**src/rtl/snes_macro_player_if.sv**
```systemverilog
// Table programming bus for snes_macro_player.
// prog_we is a single-cycle write strobe with no back-pressure: every cycle with
// prog_we=1 is one write, and prog_err pulses the following cycle if it was refused.
interface snes_macro_player_if #(
   parameter int BITS      = 16,
   parameter int NUM_MOVES = 4,
   parameter int MAX_STEPS = 8
);
   localparam int MW = (NUM_MOVES > 1) ? $clog2(NUM_MOVES) : 1;
   localparam int SW = (MAX_STEPS > 1) ? $clog2(MAX_STEPS) : 1;

   logic          prog_we;
   logic [MW-1:0] prog_move;
   logic [SW-1:0] prog_step;
   logic [BITS-1:0] prog_data;
   logic          prog_last;
   logic          prog_err;

   modport master (output prog_we, prog_move, prog_step, prog_data, prog_last,
                   input  prog_err);
   modport slave  (input  prog_we, prog_move, prog_step, prog_data, prog_last,
                   output prog_err);
endinterface

```
**src/rtl/snes_macro_player.sv**
```systemverilog
// SNES controller macro player: passes the pad through, or replays a programmed move.
// Optional macro SNES_MACRO_MIRROR_EN swaps Left/Right of every word when dir=1 at trigger.
module snes_macro_player #(
   parameter int BITS        = 16,
   parameter int NUM_MOVES   = 4,
   parameter int MAX_STEPS   = 8,
   parameter int HOLD_FRAMES = 1
) (
   input  logic clk_system,
   input  logic reset,
   input  logic ctrl_clk,
   input  logic ctrl_latch,
   input  logic ctrl_in,
   output logic ctrl_out,
   input  logic [NUM_MOVES-1:0] move_select,
   input  logic dir,
   input  logic abort,
   snes_macro_player_if.slave prog,
   output logic busy,
   output logic done,
   output logic [((MAX_STEPS > 1) ? $clog2(MAX_STEPS) : 1)-1:0] step_idx,
   output logic [1:0] state_dbg
);
   localparam int MW = (NUM_MOVES > 1) ? $clog2(NUM_MOVES) : 1;
   localparam int SW = (MAX_STEPS > 1) ? $clog2(MAX_STEPS) : 1;
   localparam logic [3:0] HOLD = HOLD_FRAMES[3:0];

   typedef enum logic [1:0] {IDLE = 2'd0, ARM = 2'd1, PLAY = 2'd2, DONE = 2'd3} state_t;

   state_t          state;
   logic [2:0]      latch_sync, clk_sync;
   logic            latch_edge, clk_edge;
   logic [BITS-1:0] shreg;
   logic [3:0]      hold_cnt;
   logic [MW-1:0]   active;
   logic [BITS-1:0] words_q [NUM_MOVES][MAX_STEPS];
   logic [SW:0]     len [NUM_MOVES];
   logic            prog_err_q;
   logic            sel_hit;
   logic [MW-1:0]   sel_idx;
   logic [BITS-1:0] cur_word, next_word;
   logic            last_step;

`ifdef SNES_MACRO_MIRROR_EN
   logic mirror_q;
   function automatic logic [BITS-1:0] load_word(input logic [BITS-1:0] w);
      logic [BITS-1:0] r;
      r = w;
      if (mirror_q) begin
         r[9] = w[8];
         r[8] = w[9];
      end
      return r;
   endfunction
`else
   logic unused_dir;
   assign unused_dir = dir;
   function automatic logic [BITS-1:0] load_word(input logic [BITS-1:0] w);
      return w;
   endfunction
`endif

   assign latch_edge = latch_sync[1] & ~latch_sync[2];
   assign clk_edge   = clk_sync[1] & ~clk_sync[2];
   assign cur_word   = words_q[active][step_idx];
   assign next_word  = words_q[active][step_idx + SW'(1)];
   assign last_step  = ({1'b0, step_idx} == (len[active] - (SW+1)'(1)));
   assign busy       = (state != IDLE);
   assign state_dbg  = state;
   assign ctrl_out   = (state == PLAY || state == DONE) ? ~shreg[BITS-1] : ctrl_in;
   assign prog.prog_err = prog_err_q;

   // Lowest-index active-low select wins.
   always_comb begin
      sel_hit = 1'b0;
      sel_idx = '0;
      for (int i = NUM_MOVES - 1; i >= 0; i--) begin
         if (!move_select[i]) begin
            sel_hit = 1'b1;
            sel_idx = MW'(i);
         end
      end
   end

   // hold_cnt counts frames already presented for the current step (ARM load is frame 1).
   always_ff @(posedge clk_system) begin
      if (reset) begin
         state      <= IDLE;
         latch_sync <= '0;
         clk_sync   <= '0;
         shreg      <= '0;
         hold_cnt   <= '0;
         step_idx   <= '0;
         active     <= '0;
         done       <= 1'b0;
`ifdef SNES_MACRO_MIRROR_EN
         mirror_q   <= 1'b0;
`endif
      end else begin
         latch_sync <= {latch_sync[1:0], ctrl_latch};
         clk_sync   <= {clk_sync[1:0], ctrl_clk};
         done       <= 1'b0;
         if (abort) begin
            state    <= IDLE;
            step_idx <= '0;
            hold_cnt <= '0;
         end else begin
            case (state)
               IDLE: if (sel_hit) begin
                  active   <= sel_idx;
                  step_idx <= '0;
                  hold_cnt <= '0;
`ifdef SNES_MACRO_MIRROR_EN
                  mirror_q <= dir;
`endif
                  state    <= ARM;
               end
               ARM: if (latch_edge) begin
                  shreg    <= load_word(words_q[active][0]);
                  hold_cnt <= 4'd1;
                  state    <= PLAY;
               end
               PLAY: begin
                  if (latch_edge) begin
                     if (hold_cnt != HOLD) begin
                        shreg    <= load_word(cur_word);
                        hold_cnt <= hold_cnt + 4'd1;
                     end else if (last_step) begin
                        shreg    <= '0;
                        hold_cnt <= '0;
                        done     <= 1'b1;
                        state    <= DONE;
                     end else begin
                        step_idx <= step_idx + SW'(1);
                        shreg    <= load_word(next_word);
                        hold_cnt <= 4'd1;
                     end
                  end else if (clk_edge) begin
                     shreg <= {shreg[BITS-2:0], 1'b0};
                  end
               end
               DONE: state <= IDLE;
               default: state <= IDLE;
            endcase
         end
      end
   end

   // Writes to the move being played are refused so playback never sees a torn table.
   always_ff @(posedge clk_system) begin
      if (reset) begin
         for (int m = 0; m < NUM_MOVES; m++) begin
            len[m] <= (SW+1)'(1);
            for (int s = 0; s < MAX_STEPS; s++) words_q[m][s] <= '0;
         end
         prog_err_q <= 1'b0;
      end else begin
         prog_err_q <= 1'b0;
         if (prog.prog_we) begin
            if (busy && prog.prog_move == active) begin
               prog_err_q <= 1'b1;
            end else begin
               words_q[prog.prog_move][prog.prog_step] <= prog.prog_data;
               if (prog.prog_last)
                  len[prog.prog_move] <= {1'b0, prog.prog_step} + (SW+1)'(1);
            end
         end
      end
   end
endmodule

```
**src/flat_wrapper.sv**
```systemverilog
// flat-port wrapper written by rule: the top's interface ports become plain ports
module snes_macro_player_flat 
#(
   parameter int BITS        = 16,
   parameter int NUM_MOVES   = 4,
   parameter int MAX_STEPS   = 8,
   parameter int HOLD_FRAMES = 1
)
  (clk_system, reset, ctrl_clk, ctrl_latch, ctrl_in, ctrl_out, move_select, dir, abort, busy, done, step_idx, state_dbg, prog_prog_we, prog_prog_move, prog_prog_step, prog_prog_data, prog_prog_last, prog_prog_err);
  snes_macro_player_if #(.BITS(BITS), .NUM_MOVES(NUM_MOVES), .MAX_STEPS(MAX_STEPS)) prog_i ();
  input  logic clk_system;
  input  logic reset;
  input  logic ctrl_clk;
  input  logic ctrl_latch;
  input  logic ctrl_in;
  output logic ctrl_out;
  input  logic [NUM_MOVES-1:0] move_select;
  input  logic dir;
  input  logic abort;
  output logic busy;
  output logic done;
  output logic [((MAX_STEPS > 1) ? $clog2(MAX_STEPS) : 1)-1:0] step_idx;
  output logic [1:0] state_dbg;
  input wire logic [$bits(prog_i.prog_we)-1:0] prog_prog_we;
  input wire logic [$bits(prog_i.prog_move)-1:0] prog_prog_move;
  input wire logic [$bits(prog_i.prog_step)-1:0] prog_prog_step;
  input wire logic [$bits(prog_i.prog_data)-1:0] prog_prog_data;
  input wire logic [$bits(prog_i.prog_last)-1:0] prog_prog_last;
  output wire logic [$bits(prog_i.prog_err)-1:0] prog_prog_err;
  assign prog_i.prog_we = prog_prog_we;
  assign prog_i.prog_move = prog_prog_move;
  assign prog_i.prog_step = prog_prog_step;
  assign prog_i.prog_data = prog_prog_data;
  assign prog_i.prog_last = prog_prog_last;
  assign prog_prog_err = prog_i.prog_err;
  snes_macro_player #(.BITS(BITS), .NUM_MOVES(NUM_MOVES), .MAX_STEPS(MAX_STEPS), .HOLD_FRAMES(HOLD_FRAMES)) u_core (.clk_system(clk_system), .reset(reset), .ctrl_clk(ctrl_clk), .ctrl_latch(ctrl_latch), .ctrl_in(ctrl_in), .ctrl_out(ctrl_out), .move_select(move_select), .dir(dir), .abort(abort), .prog(prog_i), .busy(busy), .done(done), .step_idx(step_idx), .state_dbg(state_dbg));
endmodule
```
**config.mk**
```make
export PLATFORM = sky130hd
export DESIGN_NAME = snes_macro_player_flat
export DESIGN_NICKNAME = d
export VERILOG_FILES = /design/src/rtl/snes_macro_player_if.sv /design/src/rtl/snes_macro_player.sv /design/src/flat_wrapper.sv
export SDC_FILE = /design/constraint.sdc
export NUM_CORES = 1
export LEC_CHECK = 0
export CAP_MARGIN = 20
export CORE_MARGIN = 8
export CORE_UTILIZATION = 50
export DETAILED_ROUTE_END_ITERATION = 10
export PLACE_DENSITY = 0.73
export SYNTH_ARGS = -nofsm -noshare
export SYNTH_HDL_FRONTEND = slang
export SYNTH_SLANG_ARGS = --single-unit
```
**constraint.sdc**
```tcl
create_clock -name clk_system -period 5.51 [get_ports clk_system]
set_input_delay 1.102 -clock clk_system [delete_from_list [all_inputs] [get_ports clk_system]]
set_output_delay 1.102 -clock clk_system [all_outputs]
set_load 0.005 [all_outputs]
```
## Word level (Yosys, flattened, before mapping)

Memories as Yosys holds them, arrays and structs flattened. A register that Yosys moved wholly into a read port is not among the register bits.
Cells that the tools add are included.

| operators by class | value |
|---|---|
| add/sub/neg operators | 4 |
| $lt $le $gt $ge | 4 |
| equal/unequal tests | 13 |
| multiplexer cells | 63 |
| bitwise logic cells | 12 |
| reductions and logical operators | 18 |

Operator list:

| operator | count |
|---|---|
| 2-to-1 mux 128 bit | 3 |
| 2-to-1 mux 16 bit | 10 |
| OR reduction 128 bit | 1 |
| binary-select mux 16 bit (select 3 bit) | 2 |
| demux 16 bit (select 3 bit) | 1 |
| case mux 16 bit (2 select lines) | 1 |
| 2-to-1 mux 2 bit | 15 |
| 2-to-1 mux 4 bit | 5 |
| 2-to-1 mux 1 bit | 19 |
| >= comparator 4 bit (second input constant) | 3 |
| 2-to-1 mux 3 bit | 4 |
| NOT 3 -> 4 bit | 3 |
| case mux 4 bit (3 select lines) | 1 |
| AND reduction 5 bit | 2 |
| != test 2 x 1 -> 1 bit (second input constant) | 4 |
| case mux 2 bit (4 select lines) | 1 |
| AND reduction 4 bit | 2 |
| NOT 1 bit | 7 |
| case mux 3 bit (2 select lines) | 1 |
| nonzero test 2 bit | 3 |
| OR reduction 5 bit | 1 |
| adder 3 x 1 -> 4 bit (second input constant) | 1 |
| adder 4 x 1 -> 4 bit (second input constant) | 1 |
| == test 2 bit (second input constant) | 2 |
| other kinds (17) | 21 |

| word-level totals | value |
|---|---|
| bits in registers | 35 |
| memory bits (writable) | 528 |
| bits of input ports | 34 |
| output and inout port bits | 9 |
| logic and storage cells | 125 |
| memories kept | 2 |

Memories:

| memory | depth | width | rd ports | clocked after Yosys merged registers in | wr ports | line | text |
|---|---|---|---|---|---|---|---|
| u_core.words_q | 4 | 128 | 1 | 1 | 4 | snes_macro_player.sv:36 | `logic [BITS-1:0] words_q [NUM_MOVES][MAX_STEPS];` |
| u_core.len | 4 | 4 | 1 | 1 | 4 | snes_macro_player.sv:37 | `logic [SW:0] len [NUM_MOVES];` |

## Depth between registers and ports, before layout

Gate-level depths: netlist of run 1.

| logic depth | value |
|---|---|
| depth in word-level cells | 9 |
| depth in mapped cells | 12 |
| gate-level depth less buffers | 9 |

## Worst setup path after synthesis of run 1

Ideal clock, no wire load.

| path | value |
|---|---|
| path type | in2reg |
| start point | input port prog_prog_move[1] |
| end point | memory u_core.words_q[2][16] (netlist bit) (enable) |
| library setup time | 373 ps |
| arrival | 2851 ps |
| required time | 5137 ps |
| setup slack | 2286 ps |
| stages on the path | 6 |
| path buffers | 1 |
| path through | clkbuf_1 -> xor2_1 -> o31a_1 -> or3b_1 -> nor2_1 -> or2_1 |

RTL lines:

| item | line | text |
|---|---|---|
| start: declaration | flat_wrapper.sv:25 | `input wire logic [$bits(prog_i.prog_move)-1:0] prog_prog_move;` |
| end: declaration | snes_macro_player.sv:36 |  |

==> Implementation_results.wiki, run 1 <==
{| class="wikitable"
! Metric !! Value
|-
| Synth Area per Inst || 14.1 µm²
|-
| Synth Flop Type || sky130_fd_sc_hd__edfxtp_1
|-
| Max Cap Viol || 0
|-
| Measured slew at the worst slew-check pin || 1120 ps
|-
| Met1 usage in global routing || approximately a third
|-
| Synth Warn # || 0
|-
| Minimum clock period || ~3800 ps
|-
| Worst EP arrival || 4030 ps
|-
| Critical path launch point || prog_prog_move[1]
|-
| Total negative slack || 0 ps
|-
| Minimum setup slack among reg-to-reg paths || 2250 ps
|-
| Overall die area || around 64000 µm²
|-
| Total count of hold-check failures in the final report || 0
|-
| Final routed wire length divided by cell count || 28.6 µm
|-
| Net count after synthesis || a little over 2k
|-
| Final core occ || between 50% and 60%
|-
| Clock tree from TritonCTS || yes
|-
| Clock Sinks || 565
|-
| Layout fillers || around 4.4k
|-
| Worst supply voltage drop on vdd || 0.000222 V
|-
| Max-slew violation count || 0
|-
| Leakage || between 10 and 15 nW
|-
| Number of iterations in the first detailed-routing pass || 8
|-
| Fraction of the cycle the final worst path needs || approximately 70%
|-
| Count of cells resized by post-cts repair || 0
|-
| Clock buffer depth || 3
|-
| Number of remaining DRC errors || 0
|-
| Pin count of the biggest net entering global routing || between 90 and 100
|-
| Final net count || approximately 2.0k
|-
| Sink of the worst hold path || u_core.clk_sync[2]
|-
| Worst-path maximum fanout || 17
|-
| Combined area of the multi-input logic cells || roughly 11000 µm²
|-
| Sequential fraction of the synthesis area || roughly three fifths
|-
| Quantity of I/O buffers inserted on ports || roughly 40
|-
| Total GRT Usage || 24.5%
|-
| Worst-case hold slack || ~460 ps
|-
| Relative slew margins || between 20% and 30%
|-
| Area added between synthesis and finish || 8.72%
|-
| Post-CTS Setup Repair Bufs || 0
|-
| Most common cell after layout, fill and taps aside || sky130_fd_sc_hd__edfxtp_1
|-
| Depth of the worst register-to-register path || 7
|-
| DIE WIDTH || about 250 µm
|-
| Leading cell types in the layout, fill and taps excluded || sky130_fd_sc_hd__edfxtp_1 (528), sky130_fd_sc_hd__and2_1 (467), sky130_fd_sc_hd__mux2i_1 (147), sky130_fd_sc_hd__mux4_2 (121), sky130_fd_sc_hd__nor2_1 (64)
|-
| H-tree depth || 2
|-
| CP Launch Type || input pin
|-
| Sum of net half-perimeters after detailed placement || 51.2 mm
|-
| Setup repair after global routing missed its margin || false
|-
| Vias in the first global route || 17.0k
|-
| Worst hold path type || flop to flop
|-
| First-pass GRT wire length || 116 mm
|-
| Hold-fix buffers, CTS || 0
|-
| Crit end category || flop
|-
| Library cells used by synthesis || just over 70
|-
| Hold path startpoint || u_core.clk_sync[1]
|-
| Number of top-level pins || 43
|-
| Worst hold path depth || 1
|-
| Max Clock Skew || 17.4 ps
|-
| Data required, critical path || 5740 ps
|-
| Overall routed net length || a little under 80 mm
|-
| Finish-stage setup viols || 0
|-
| Pwr dens || 311 nW/µm²
|-
| Number of buffers created by CTS || 57
|-
| Most used routing layer in global routing || met2
|-
| Clock-pin slew on the worst setup and hold paths || 60 ps
|-
| Synth Register Bits || around 570
|-
| Critical path type || input pin to flop
|-
| Proportion of synthesized flip-flops having asynchronous set or reset || 0%
|-
| Gate Count Post-Synth || roughly 2.0k
|-
| Via density || between 6 and 7
|-
| Netlist area before placement || approximately 28000 µm²
|-
| Via count of the routed design || 17.3k
|-
| Clock latency on the worst-skew pair || approximately 610 ps
|-
| Core region area || between 50000 and 60000 µm²
|-
| Initial cell density of the core || 50.3%
|-
| Clock root buffer || sky130_fd_sc_hd__clkbuf_16
|-
| Antenna violations before repair || 1
|-
| Met3 capacity usage during global routing || 4.83%
|-
| Congestion Overflow GR || 0
|-
| EDFF count, synth || approximately 530
|-
| Count of nets left with antenna violations after detail routing || 0
|-
| Max Clock Freq || around 260 MHz
|-
| Capturing point of the worst reg2reg path || u_core.shreg[14]
|-
| Last weighted congestion value of the routability-driven placer || between 0.9 and 1
|-
| Status || completed
|-
| Sequential Area || 16600 µm²
|-
| Global-route met2 utilization || 39.1%
|-
| Ratio of cells with drive above 1 in the final layout || 16.2%
|-
| DR iter-0 viols || roughly 2.2k
|-
| Height of the die || approximately 250 µm
|-
| # rows || 87
|}
## final cells by class
class / count / share of cell area [%]
Timing Repair Buffer: 97 / 2.70
Clock buffer: 71 / 4.83
Inverter: 16 / 0.196
Multi-Input combinational cell: 1235 / 34.5
Sequential cell: 565 / 54.2
Antenna cell: 1 / 0.00817
Tap cell: 756 / 3.09
Clock inverter: 29 / 0.531
## where the power goes
part           total [mW]  switching [mW]  leakage [nW]  internal (mW)
clock                3.55            1.61         0.797           1.93
sequential           4.93          0.0728          5.64           4.86
combinational        1.06           0.686          4.27          0.373
## stage by stage
step / cell area (µm²) / power [mW] / setup WS [ps] / instances
floorplan: 28200 / 5.66 / 2290 / 1996
global placement: 29000 / 6.04 / 1180 / 2668
detailed placement: 29000 / 6.07 / 1130 / 2668
CTS: 30600 / 9.55 / 1760 / 2768
global route: 30600 / 9.78 / 1510 / 2769
finish: 30600 / 9.54 / 1710 / 2770
## critical path: stages
cell and delay, ps:
sky130_fd_sc_hd__clkdlybuf4s50_1 650, sky130_fd_sc_hd__xor2_1 240, sky130_fd_sc_hd__o31a_1 360, sky130_fd_sc_hd__nor2b_1 260, sky130_fd_sc_hd__nand3_1 360, sky130_fd_sc_hd__nor2_1 200
sky130_fd_sc_hd__buf_4 230, sky130_fd_sc_hd__or2_1 620
## Yosys cell counts, types with 4 or more instances
master                     count  area (µm²)
sky130_fd_sc_hd__inv_1        16        60.1
sky130_fd_sc_hd__ha_1         11         138
sky130_fd_sc_hd__dfxtp_1      37         741
sky130_fd_sc_hd__o22ai_1      17         106
sky130_fd_sc_hd__a211oi_1      9        67.6
sky130_fd_sc_hd__and2_1      467        2920
sky130_fd_sc_hd__nand2_1      50         188
sky130_fd_sc_hd__a221oi_1     14         123
sky130_fd_sc_hd__a311oi_1      7        61.3
sky130_fd_sc_hd__mux2i_1     147        1470
sky130_fd_sc_hd__buf_2        29         145
sky130_fd_sc_hd__xor2_1        4        35.0
sky130_fd_sc_hd__buf_12        4        80.1
sky130_fd_sc_hd__o21bai_1      5        37.5
sky130_fd_sc_hd__mux2_2       14         158
sky130_fd_sc_hd__and3_1       50         313
sky130_fd_sc_hd__nor2b_1      17         106
sky130_fd_sc_hd__or2_2        24         150
sky130_fd_sc_hd__a21o_1        4        30.0
sky130_fd_sc_hd__nor2_1       65         244
sky130_fd_sc_hd__or2_1         8        50.1
sky130_fd_sc_hd__a22oi_1      46         345
sky130_fd_sc_hd__nand2b_1      9        56.3
sky130_fd_sc_hd__buf_6        12         135
sky130_fd_sc_hd__buf_4         6        45.0
sky130_fd_sc_hd__a21oi_1      22         110
sky130_fd_sc_hd__a311oi_2      8         120
sky130_fd_sc_hd__o21ai_0       5        25.0
sky130_fd_sc_hd__o21ai_1       9        45.0
sky130_fd_sc_hd__o221ai_1     11        96.3
sky130_fd_sc_hd__mux4_2      121        2730
sky130_fd_sc_hd__buf_8         5        75.1
sky130_fd_sc_hd__nand3_1      19        95.1
sky130_fd_sc_hd__mux4_1        9         236
sky130_fd_sc_hd__nor3_1        4        20.0
sky130_fd_sc_hd__buf_1         8        30.0
sky130_fd_sc_hd__edfxtp_1    528       15900
sky130_fd_sc_hd__clkbuf_1    109         409
sky130_fd_sc_hd__nand4_1      14        87.6
sky130_fd_sc_hd__nand2_2       8        50.1
## worst max path at each step
stage,to,slack (ps)
after CTS,u_core.words_q[1][87],1760
after floorplan,u_core.words_q[2][16],2290
final,u_core.words_q[1][87],1710
after global routing,u_core.words_q[1][87],1510
after detailed placement,u_core.words_q[1][89],1130
after global placement,u_core.words_q[1][89],1180
## metal layers
layer  share of wire (%)  routed length (µm)
met1                  39               31200
met2                  47               37500
met3                 9.3                7380
met4                 4.1                3220
met5                   0                   0
## sequential cells by signal, indices dropped and copies added, names as in the netlist, named ones only
name                  count
u_core.shreg             16
u_core.len               16
u_core.words_q          512
u_core.state_dbg          2
u_core.prog.prog_err      1
u_core.active             2
u_core.hold_cnt           4
u_core.clk_sync           3
u_core.done               1
u_core.step_idx           3
u_core.latch_sync         3
## cell families (layout without fill, tap and decap cells)
group,after synthesis,in the layout,synth area share [%]
compound gates,176,176,4.79
buf+inv,196,213,3.70
simple gates,751,751,15.6
xor+xnor,6,6,0.213
flops,565,565,58.9
fa+ha+maj,11,11,0.488
other cells,0,1,0
mux,291,291,16.3
Power figures use the tool's default switching activity.
==> run 2: changes to the inputs <==
- PLACE_DENSITY: 0.73 -> 0.76
- clock period: 5.51 -> 3.1 ns (I/O delays scaled with it)
==> Implementation_results.wiki, run 2 (synthesis gave the netlist of run 1 again) <==
{| class="wikitable"
! Metric !! Value
|-
| # rows || between 80 and 90
|-
| Number of top-level pins || 43
|-
| Number of buffers created by CTS || 57
|-
| Core region area || about 56000 µm²
|-
| Max Clock Skew || 14.8 ps
|-
| Total placed instance area || 29800 µm²
|-
| Clock buffer depth || 3
|-
| H-tree depth || 2
|-
| Met3 capacity usage during global routing || about 4.3%
|-
| Sum of net half-perimeters after detailed placement || around 53 mm
|-
| Leading registers by flop count || u_core.words_q x512, u_core.len x16, u_core.shreg x16
|-
| Count of nets left with antenna violations after detail routing || 0
|-
| Worst EP arrival || roughly 3400 ps
|-
| Last weighted congestion value of the routability-driven placer || around 0.98
|-
| CP Launch Type || flop
|-
| Clock network fraction of design power || roughly two fifths
|-
| Post-layout instance area || ~32000 µm²
|-
| Initial cell density of the core || 50.3%
|-
| Psw || between 4 and 5 mW
|-
| Quantity of I/O buffers inserted on ports || 41
|-
| Vias in the first global route || between 15k and 20k
|-
| Pwr dens || between 500 and 600 nW/µm²
|-
| Number of remaining DRC errors || 0
|-
| Max Clock Freq || about 340 MHz
|-
| Clock Sinks || 565
|-
| Clock latency on the worst-skew pair || ~630 ps
|-
| Clock root buffer || sky130_fd_sc_hd__clkbuf_16
|-
| Leading cell types in the layout, fill and taps excluded || sky130_fd_sc_hd__edfxtp_1 (528), sky130_fd_sc_hd__and2_1 (467), sky130_fd_sc_hd__mux2i_1 (147), sky130_fd_sc_hd__mux4_2 (121), sky130_fd_sc_hd__buf_4 (100)
|-
| DR iter-0 viols || just under 2k
|-
| Worst hold path depth || 1
|-
| Hold path startpoint || u_core.latch_sync[0]
|-
| Fraction of the cycle the final worst path needs || about 95%
|-
| Measured slew at the worst slew-check pin || between 800 and 900 ps
|-
| Area added between synthesis and finish || 12.6%
|-
| Hold-fix buffers, CTS || 0
|-
| DIE WIDTH || 253 µm
|-
| Total negative slack || 0 ps
|-
| Worst-path maximum fanout || 41
|-
| Worst hold path type || flop to flop
|-
| Total GRT Usage || between 20 and 25%
|-
| Pin count of the biggest net entering global routing || 60
|-
| Crit end category || flop
|-
| Most common cell after layout, fill and taps aside || sky130_fd_sc_hd__edfxtp_1
|-
| Count of cells resized by post-cts repair || 0
|-
| Number of iterations in the first detailed-routing pass || 5
|-
| Relative slew margins || 45.6%
|-
| Overall routed net length || approximately 79 mm
|-
| Via density || 6.16
|-
| Status || completed
|-
| Clock tree from TritonCTS || yes
|-
| Power share of the sequential group || around half
|-
| Flip-flop count of the largest register, all copies and words added || roughly 510
|-
| Via count of the routed design || about 18k
|-
| Worst supply voltage drop on vdd || between 0.0005 and 0.0006 V
|-
| Max-slew violation count || 0
|-
| Depth of the worst register-to-register path || 7
|-
| Height of the die || about 250 µm
|-
| Met1 usage in global routing || 32.5%
|-
| Leakage || between 10 and 15 nW
|-
| Antenna violations before repair || 1
|-
| Final routed wire length divided by cell count || approximately 28 µm
|-
| Sink of the worst hold path || u_core.latch_sync[1]
|-
| Post-CTS Setup Repair Bufs || 0
|-
| Layout fillers || 4332
|-
| Combinational cell fraction of total power || 11.1%
|-
| Register containing the most flip-flops in the final layout || u_core.words_q
|-
| Clock-pin slew on the worst setup and hold paths || roughly 60 ps
|-
| Switching share of power || between 20% and 30%
|-
| Overall die area || roughly 64000 µm²
|-
| Most used routing layer in global routing || met2
|-
| Minimum clock period || 2940 ps
|-
| Setup repair after global routing missed its margin || false
|-
| Critical path type || flop to flop
|-
| Finish-stage setup viols || 0
|-
| Final net count || approximately 2.1k
|-
| First-pass GRT wire length || approximately 120 mm
|-
| Ratio of cells with drive above 1 in the final layout || between 10% and 20%
|-
| Capturing point of the worst reg2reg path || u_core.shreg[0]
|-
| Total count of hold-check failures in the final report || 0
|-
| Internal || 13.7 mW
|-
| Data required, critical path || roughly 3600 ps
|-
| Sequential Area || 16600 µm²
|-
| Congestion Overflow GR || 0
|-
| Combined area of the multi-input logic cells || between 10000 and 15000 µm²
|-
| Global-route met2 utilization || 40.0%
|-
| Final core occ || between 50% and 60%
|-
| Minimum setup slack among reg-to-reg paths || 160 ps
|-
| Max Cap Viol || 0
|}
## run 2: worst max path at each step
stage / from / end / slack, ps / cells past startpoint
6_report: flop / u_core.shreg[0] / 160 / 7
5_1_grt: u_core.state_dbg[0] / ctrl_out / 7 / 6
2_1_floorplan: prog_prog_move[1] / u_core.words_q[2][16] / 360 / 6
4_1_cts: u_core.state_dbg[0] / ctrl_out / 130 / 6
3_3_place_gp: prog_prog_move[1] / u_core.words_q[3][2] / 50 / 9
3_5_place_dp: prog_prog_move[1] / u_core.words_q[3][11] / 40 / 9
## run 2: per-layer routing
metal  vias up  wire, µm
li1       7552         -
met1      8945     31000
met2       852     37600
met3       184      6940
met4         0      3920
met5         -         0
## run 2: area by class of cell
class                           count  share of cell area (%)
Antenna cell                        1                 0.00788
Clock buffer                       67                    4.75
Sequential cell                   565                    52.3
Tap cell                          756                    2.98
Inverter                           16                   0.189
Clock inverter                     41                    1.45
Multi-Input combinational cell   1235                    33.3
Timing Repair Buffer              164                    5.06
## run 2: power by group through the flow
stage                     Sequential [mW]  Clock [mW]  Combinational [mW]
after floorplan                      8.85           0                1.22
after global placement               8.89           0                1.94
after detailed placement             8.91           0                1.97
after CTS                            8.75        7.29                1.97
after global routing                 8.78        7.56                2.07
final                                8.75        7.23                2.00
## run 2: stage by stage
step	hold slack, ps	instances	total power, mW	setup WS (ps)
floorplan	414	1996	10.1	358
detailed placement	436	2736	10.9	39.6
global route	464	2844	18.4	7.43
global placement	432	2735	10.8	45.9
CTS	455	2844	18.0	129
finish	450	2845	18.0	157
## run 2: worst max-delay path: stages, from the launching register on
cell and delay, ps:
sky130_fd_sc_hd__dfxtp_4 410, sky130_fd_sc_hd__buf_4 260, sky130_fd_sc_hd__buf_12 320, sky130_fd_sc_hd__mux4_2 680, sky130_fd_sc_hd__mux4_2 490, sky130_fd_sc_hd__and3_1 200, sky130_fd_sc_hd__a311oi_1 260, sky130_fd_sc_hd__a211oi_1 110
